===== src/rtl/seq_pkg.sv =====
// rtl/seq_pkg.sv - shared mode encodings and seed helper for the pattern generator
package seq_pkg;

  localparam logic [1:0] MODE_BIN  = 2'b00;
  localparam logic [1:0] MODE_RING = 2'b01;
  localparam logic [1:0] MODE_JOHN = 2'b10;
  localparam logic [1:0] MODE_GRAY = 2'b11;

  // Every seed is zero except bit 0, which is set only for the one-hot ring.
  // Returning just that bit keeps the helper independent of the channel count;
  // callers zero-extend it to their own width.
  function automatic logic seed_lsb(input logic [1:0] m);
    return (m == MODE_RING);
  endfunction

endpackage


===== src/rtl/tick_div.sv =====
// rtl/tick_div.sv - programmable prescaler raising a terminal-count tick
module tick_div #(
  parameter int DIV_W = 8
) (
  input  logic             clk,
  input  logic             rst_n,
  input  logic             clr,
  input  logic             en,
  input  logic [DIV_W-1:0] div,
  output logic             tick
);

  logic [DIV_W-1:0] cnt;

  // Terminal count is combinational so the parent can register out and step together.
  assign tick = en && (cnt == div);

  // Count enabled cycles; clear has priority, and the count holds while disabled.
  always_ff @(posedge clk) begin
    if (!rst_n) begin
      cnt <= '0;
    end else if (clr) begin
      cnt <= '0;
    end else if (en) begin
      cnt <= tick ? '0 : cnt + DIV_W'(1);
    end
  end

endmodule


===== src/rtl/seq_pattern_gen.sv =====
// rtl/seq_pattern_gen.sv - N-channel binary/ring/Johnson/Gray pattern generator
module seq_pattern_gen
  import seq_pkg::*;
#(
  parameter int N     = 3,
  parameter int DIV_W = 8
) (
  input  logic             clk,
  input  logic             rst_n,
  input  logic             start,
  input  logic             en,
  input  logic [1:0]       mode,
  input  logic [DIV_W-1:0] div,
  input  logic             oneshot,
  output logic [N-1:0]     out,
  output logic             step,
  output logic             wrap,
  output logic             busy
);

  logic [1:0]       mode_q;
  logic [DIV_W-1:0] div_q;
  logic             oneshot_q;
  logic [N-1:0]     cnt;
  logic [N-1:0]     cnt_next;
  logic [N-1:0]     out_next;
  logic [N-1:0]     seed_new;
  logic [N-1:0]     seed_run;
  logic             tick;
  logic             at_seed;

  // Prescaler only runs during an active, enabled run; start restarts it from zero.
  tick_div #(
    .DIV_W(DIV_W)
  ) u_tick_div (
    .clk  (clk),
    .rst_n(rst_n),
    .clr  (start),
    .en   (busy && en),
    .div  (div_q),
    .tick (tick)
  );

  assign seed_new = N'(seed_lsb(mode));
  assign seed_run = N'(seed_lsb(mode_q));
  assign at_seed  = (out_next == seed_run);

  // Next pattern for the latched mode; Gray is derived from a hidden binary count.
  always_comb begin
    cnt_next = cnt + N'(1);
    out_next = out;
    case (mode_q)
      MODE_BIN:  out_next = out + N'(1);
      MODE_RING: out_next = {out[N-2:0], out[N-1]};
      MODE_JOHN: out_next = {out[N-2:0], ~out[N-1]};
      MODE_GRAY: out_next = cnt_next ^ (cnt_next >> 1);
      default:   out_next = out;
    endcase
  end

  // Run control: start reloads and wins over stepping; a tick advances the pattern.
  always_ff @(posedge clk) begin
    if (!rst_n) begin
      out       <= '0;
      step      <= 1'b0;
      wrap      <= 1'b0;
      busy      <= 1'b0;
      mode_q    <= MODE_BIN;
      div_q     <= '0;
      oneshot_q <= 1'b0;
      cnt       <= '0;
    end else if (start) begin
      mode_q    <= mode;
      div_q     <= div;
      oneshot_q <= oneshot;
      out       <= seed_new;
      cnt       <= '0;
      busy      <= 1'b1;
      step      <= 1'b0;
      wrap      <= 1'b0;
    end else if (tick) begin
      out  <= out_next;
      cnt  <= cnt_next;
      step <= 1'b1;
      wrap <= at_seed;
      if (at_seed && oneshot_q) begin
        busy <= 1'b0;
      end
    end else begin
      step <= 1'b0;
      wrap <= 1'b0;
    end
  end

endmodule


===== config.mk =====
export PLATFORM = sky130hd
export DESIGN_NAME = seq_pattern_gen
export DESIGN_NICKNAME = d
export VERILOG_FILES = /design/src/rtl/seq_pkg.sv /design/src/rtl/tick_div.sv /design/src/rtl/seq_pattern_gen.sv
export SDC_FILE = /design/constraint.sdc
export NUM_CORES = 1
export LEC_CHECK = 0
export CORE_MARGIN = 2
export CORE_UTILIZATION = 47
export CTS_BUF_LIST = sky130_fd_sc_hd__clkbuf_8 sky130_fd_sc_hd__clkbuf_16
export DETAILED_ROUTE_END_ITERATION = 7
export PLACE_DENSITY = 0.74
export SYNTH_ARGS = -nofsm -noshare
export SYNTH_HDL_FRONTEND = slang
export SYNTH_SLANG_ARGS = --single-unit

===== constraint.sdc =====
create_clock -name clk -period 1.4 [get_ports clk]
set_input_delay 0.35 -clock clk [delete_from_list [all_inputs] [get_ports clk]]
set_output_delay 0.35 -clock clk [all_outputs]
set_load 0.02 [all_outputs]

# == Yosys cells after proc, flatten, opt, wreduce, memory -nomap -nowiden ==
# Cells that the tools add are included.
# totals
input_bits,15
out_inout_bits,6
regBits,28
wordCells,40
# classes
n_bitwise,4
eq_ne,6
reduce_logical,9
mux,8
add_sub_neg,3
# ops
op,count
$pmux W3 S4,1
$add A8 B1 Y8 const B,1
$eq A8 B8 Y1,1
$mux W8,1
$add A3 B1 Y3 const B,2
$mux W1,6
$eq A2 B1 Y1 const B,2
$eq A2 B2 Y1 const B,2
$reduce_bool A2 Y1,2
$eq A3 B1 Y1,1
$logic_and A1 B1 Y1,3
$not A1 Y1,3
$reduce_or A3 Y1,1
$xor A3 B2 Y3,1
$logic_not A2 Y1,1
$reduce_and A2 Y1,1
$reduce_or A2 Y1,1

# == Longest topological paths before layout ==
# depth
ltp_word,8
depth_mapped,6
mapped_depth_nobuf,6

# == By module ==
# Synthesis repeated with hierarchy kept, for this count alone.
# hier_totals
hier_cells,149
hier_area_um2,1426.4
# by_module_without_submodules
module,seq_area_each_um2,instances,cells_per_inst,area_each_um2
seq_pattern_gen,400.4,1,97,964.7
tick_div,160.2,1,52,461.7

# == Least setup slack after synthesis ==
# OpenSTA, ideal clock, no wires.
# synth_path
path_type,reg2reg
from,reg out[0]
to,reg busy
n_path_buf,0
slack_ns,-0.155
t_arrival_ns,1.419
setup_ns,0.136
path_stages_with_launch,6
required_time_ns,1.264
path_cell_list,dfxtp_1 ha_1 a22o_1 a31oi_1 and4_1 a41oi_1
# synth_between
elab_chain_len,6
# synth_lines
item,line,source
start: declaration,seq_pattern_gen.sv:15,"output logic [N-1:0] out,"
start signal: assignment,seq_pattern_gen.sv:76,out <= seed_new;
start signal: assignment,seq_pattern_gen.sv:82,out <= out_next;
$add A3 B1 Y3,seq_pattern_gen.sv:53,MODE_BIN: out_next = out + N'(1);
$pmux W3 S4 *,seq_pattern_gen.sv:52,case (mode_q)
$eq A3 B1 Y1 *,seq_pattern_gen.sv:46,assign at_seed = (out_next == seed_run);
$logic_and A1 B1 Y1 *,seq_pattern_gen.sv:86,if (at_seed && oneshot_q) begin
$reduce_bool A2 Y1 (no source line) *,-,
$reduce_and A2 Y1 (no source line) *,-,
end signal: assignment,seq_pattern_gen.sv:67,busy <= 1'b0;
end signal: assignment,seq_pattern_gen.sv:78,busy <= 1'b1;
end signal: assignment,seq_pattern_gen.sv:87,busy <= 1'b0;
end: declaration,seq_pattern_gen.sv:18,output logic busy
# Every way passes the cells marked *; elsewhere a longest branch is shown, timed or not.
# A chain may end at the register's enable or synchronous reset.

# == Worst setup path after layout ==
# Same ends and word-level chain as after synthesis.

==> key figures <==
Outcome
  – Run status: finished with violations
  – Failing checks: negative setup slack

Worst setup path
  – Crit path required time: 1.55 ns
  – WP data arrival: 1.70 ns
  – Largest stage delay, worst path: 0.37 ns
  – CP max stage cell: dfxtp_4
  – Kind of cell adding the most delay to the critical path: compound AO/OA/AOI/OAI gates
  – Capturing element type of the critical path: flip-flop
  – Sort of element at the start of the critical path: flip-flop
  – Largest fanout on the critical path: 4
  – Cell-by-cell trace of the critical path: ha_4 -> a22o_1 -> a31oi_1 -> and4_4 -> a41oi_2
  – Source of the critical timing path: out[0]$_SDFFE_PN0P_
  – Worst Path Buf+Inv: 0
  – Critical Setup Path Class: reg2reg
  – R2R Setup Slk: -0.15 ns
  – Startpoint of the lowest-slack register-to-register path: out[0]$_SDFFE_PN0P_

Route
  – Avg Vias per Cell: 5.67
  – Count of unresolved DRC violations after routing: 0
  – Violation count after the first detailed-route iteration: 63
  – Routed wire per std cell: 16.6 um
  – Wirelength, routed: 3880 um
  – Number of nets still failing antenna checks after routing: 0
  – Number of detailed-routing iterations run before antenna repair: 4
  – Count of vias placed by the detailed router: 1322

Pwr
  – Clock power frac: 33.3%
  – Net switching power of the design: 0.431 mW
  – Pint: 1.30 mW
  – Power, Total: 1.73 mW
  – Switching portion of total power: 24.9%
  – P per Cell Area: 810 nW/um2
  – Power share of the combinational group: 17.7%
  – Peak ir drop on the vdd network: 0.758 mV
  – Sequential group share of total power: 48.9%
  – Leakage component of the power: 0.839 nW

STA
  – Unrepaired setup endpoints after global routing: true
  – Final sum of negative setup slack: -0.338 ns
  – Fin crit period: 1.55 ns
  – Period utilization: 110%
  – Relative max-transition margin: 75.6%
  – Number of hold violations in the final report: 0
  – Setup violations, final: 5
  – Final Max Slew Viols: 0
  – FMAX: 647 MHz
  – Worst slew pin tran: 0.363 ns
  – Post-layout worst setup margin: -0.146 ns
  – Final setup skew: 0.00538 ns

Global routing
  – Global-route total usage across every layer: 23.7%
  – Initial antenna violation count: 0
  – Met1 Track Usage GR: 28.2%
  – Global-route met3 utilization: 4.84%
  – Vias in the first global route: 1296
  – Wire length of the first global-routing pass: 6090 um
  – Global route total overflow: 0
  – Largest net degree at the start of global routing: 17
  – GR peak layer: met2
  – Global routing met2 resource utilization: 41.4%

Logic synthesis
  – Register area share after synthesis: 40.1%
  – Register bit total from synthesis: 28
  – Syn Std Cell Area: 1400 um2
  – Net count after synthesis: 172
  – Cells after Synth: 154
  – Average size of a mapped cell: 9.07 um2
  – Cell variety after synth: 32
  – Synthesis warning total: 0

Placed design
  – Port Buf Inserts: 20
  – Final weighted congestion of routability-driven global placement: 0.876
  – Total placed cells including tap cells: 222
  – Placed wire-length estimate after detailed placement: 2500 um

Floorplanning
  – Floorplan die area: 3420 um2
  – Die width: 58.5 um
  – Initial Utilization: 50.2%
  – IO Pins: 21
  – Core footprint: 2780 um2
  – Total number of placement rows: 19
  – Die span in y: 58.5 um

CTS
  – Root cell of the clock tree: clkbuf_8
  – Hold buffer count at cts: 0
  – # clock sinks: 28
  – Number of buffers inserted during clock tree synthesis: 3
  – Later-pin clock latency in the skew report: 0.28 ns
  – Number of H-tree levels: 1
  – Clk buf depth: 2
  – Clock Pin Slew Worst Setup and Hold Paths: 0.09 ns
  – Clock tree from TritonCTS: built

Finish
  – Layout cells sized above 1: 44.1%
  – Most common cell after layout, fill and taps aside: buf_4
  – Synthesis-to-layout area growth: 53.0%
  – Antenna cells: 0
  – Post-route core utilization: 76.8%
  – Highest-count cells in the layout ignoring fill and taps: buf_4, dfxtp_2, clkdlybuf4s50_1
  – Layout Cells excl Fill: 233
  – Nets: 221

Run
  – Max-cap violation count: 0

Worst hold path
  – Launch instance of the worst min-delay path: oneshot_q$_SDFFE_PN0P_
  – Worst hold path class: reg2reg
[worst register-to-register path, stage by stage, from the launching register on]
cell	delay, ns
dfxtp_4	0.37
ha_4	0.23
a22o_1	0.22
a31oi_1	0.22
and4_4	0.29
a41oi_2	0.09
[state kept, by name, indices dropped and copies added, names as in the netlist]
name            cells
busy                1
oneshot_q           1
u_tick_div.cnt      8
div_q               8
out                 3
wrap                1
mode_q              2
cnt                 3
step                1
[cell usage after synthesis]
| cell type | n | share of area (%) |
|---|---|---|
| dfxtp_1 | 28 | 40 |
| mux2i_1 | 12 | 8.6 |
| nand2_1 | 12 | 3.2 |
| nor2_1 | 12 | 3.2 |
| nor2b_1 | 12 | 5.4 |
| xnor2_1 | 12 | 7.5 |
| nand3_1 | 9 | 3.2 |
| xor2_1 | 8 | 5.0 |
| a21oi_1 | 6 | 2.2 |
| clkbuf_1 | 4 | 1.1 |
| o21ai_0 | 4 | 1.4 |
| a211oi_1 | 3 | 1.6 |
| a31oi_1 | 3 | 1.3 |
| ha_1 | 3 | 2.7 |
| inv_1 | 3 | 0.81 |
| nand4_1 | 3 | 1.3 |
| and3_4 | 2 | 1.6 |
| and4_1 | 2 | 1.3 |
| buf_2 | 2 | 0.72 |
| or3_1 | 2 | 0.90 |
| a21oi_2 | 1 | 0.63 |
| a22o_1 | 1 | 0.63 |
| a41oi_1 | 1 | 0.63 |
| and2_0 | 1 | 0.45 |
| and2_1 | 1 | 0.45 |
| and3_1 | 1 | 0.45 |
| and4_4 | 1 | 0.81 |
| buf_6 | 1 | 0.81 |
| nand2b_1 | 1 | 0.45 |
| nand4b_1 | 1 | 0.63 |
| nor3_1 | 1 | 0.36 |
| nor4_1 | 1 | 0.45 |
[layout make-up]
class	instances	area [um2]
tap	31	38.8
fill	194	646
multi-input combinational	116	995
sequential	28	592
inverter	3	11.3
clock buffer	4	66.3
timing repair buffer	51	433
[power by group through the flow]
stage               Combinational (mW)  Clock (mW)  Sequential (mW)
floorplan                        0.137           0            0.860
global placement                 0.241           0            0.860
detailed placement               0.251           0            0.862
CTS                              0.266       0.575            0.845
global route                     0.330       0.613            0.851
finish                           0.307       0.576            0.847
[through the flow]
stage | hold slack, ns | setup WS (ns) | instance area [um2]
floorplan | 0.437 | -0.00809 | 1440
global placement | 0.443 | -0.346 | 1820
detailed placement | 0.455 | -0.395 | 1820
CTS | 0.480 | -0.0799 | 2000
global route | 0.536 | -0.159 | 2140
finish | 0.511 | -0.146 | 2140
[final timing paths]
path | to | cells past startpoint
max | busy$_SDFFE_PN0P_ | 5
min | busy$_SDFFE_PN0P_ | 1
max reg2reg | busy$_SDFFE_PN0P_ | 5
min reg2reg | busy$_SDFFE_PN0P_ | 1
[metal layers]
metal | wire (um) | share of wire [%] | up-vias
met5 | 0 | 0 | -
met4 | 93 | 2.4 | 0
met3 | 184 | 4.7 | 11
met2 | 1970 | 51 | 43
met1 | 1640 | 42 | 640
li1 | - | - | 628
[what timing repair did]
item,CTS,global route
endpoints found under the setup margin,19,17
setup buffers,5,3
pin swaps,16,11
gates resized for setup,29,28
[cells by family after synthesis]
| logic type | count (synthesis) | share of synthesized area, % |
|---|---|---|
| and+or+nand+nor | 62 | 24.2 |
| DFF | 28 | 40.1 |
| xor gates and xnor gates | 20 | 12.5 |
| AOI/OAI and AO/OA | 19 | 8.42 |
| muxes | 12 | 8.60 |
| buffers and inverters | 10 | 3.40 |
| adders and majority gates | 3 | 2.69 |
No activity file was read; power rests on OpenSTA's default activity.
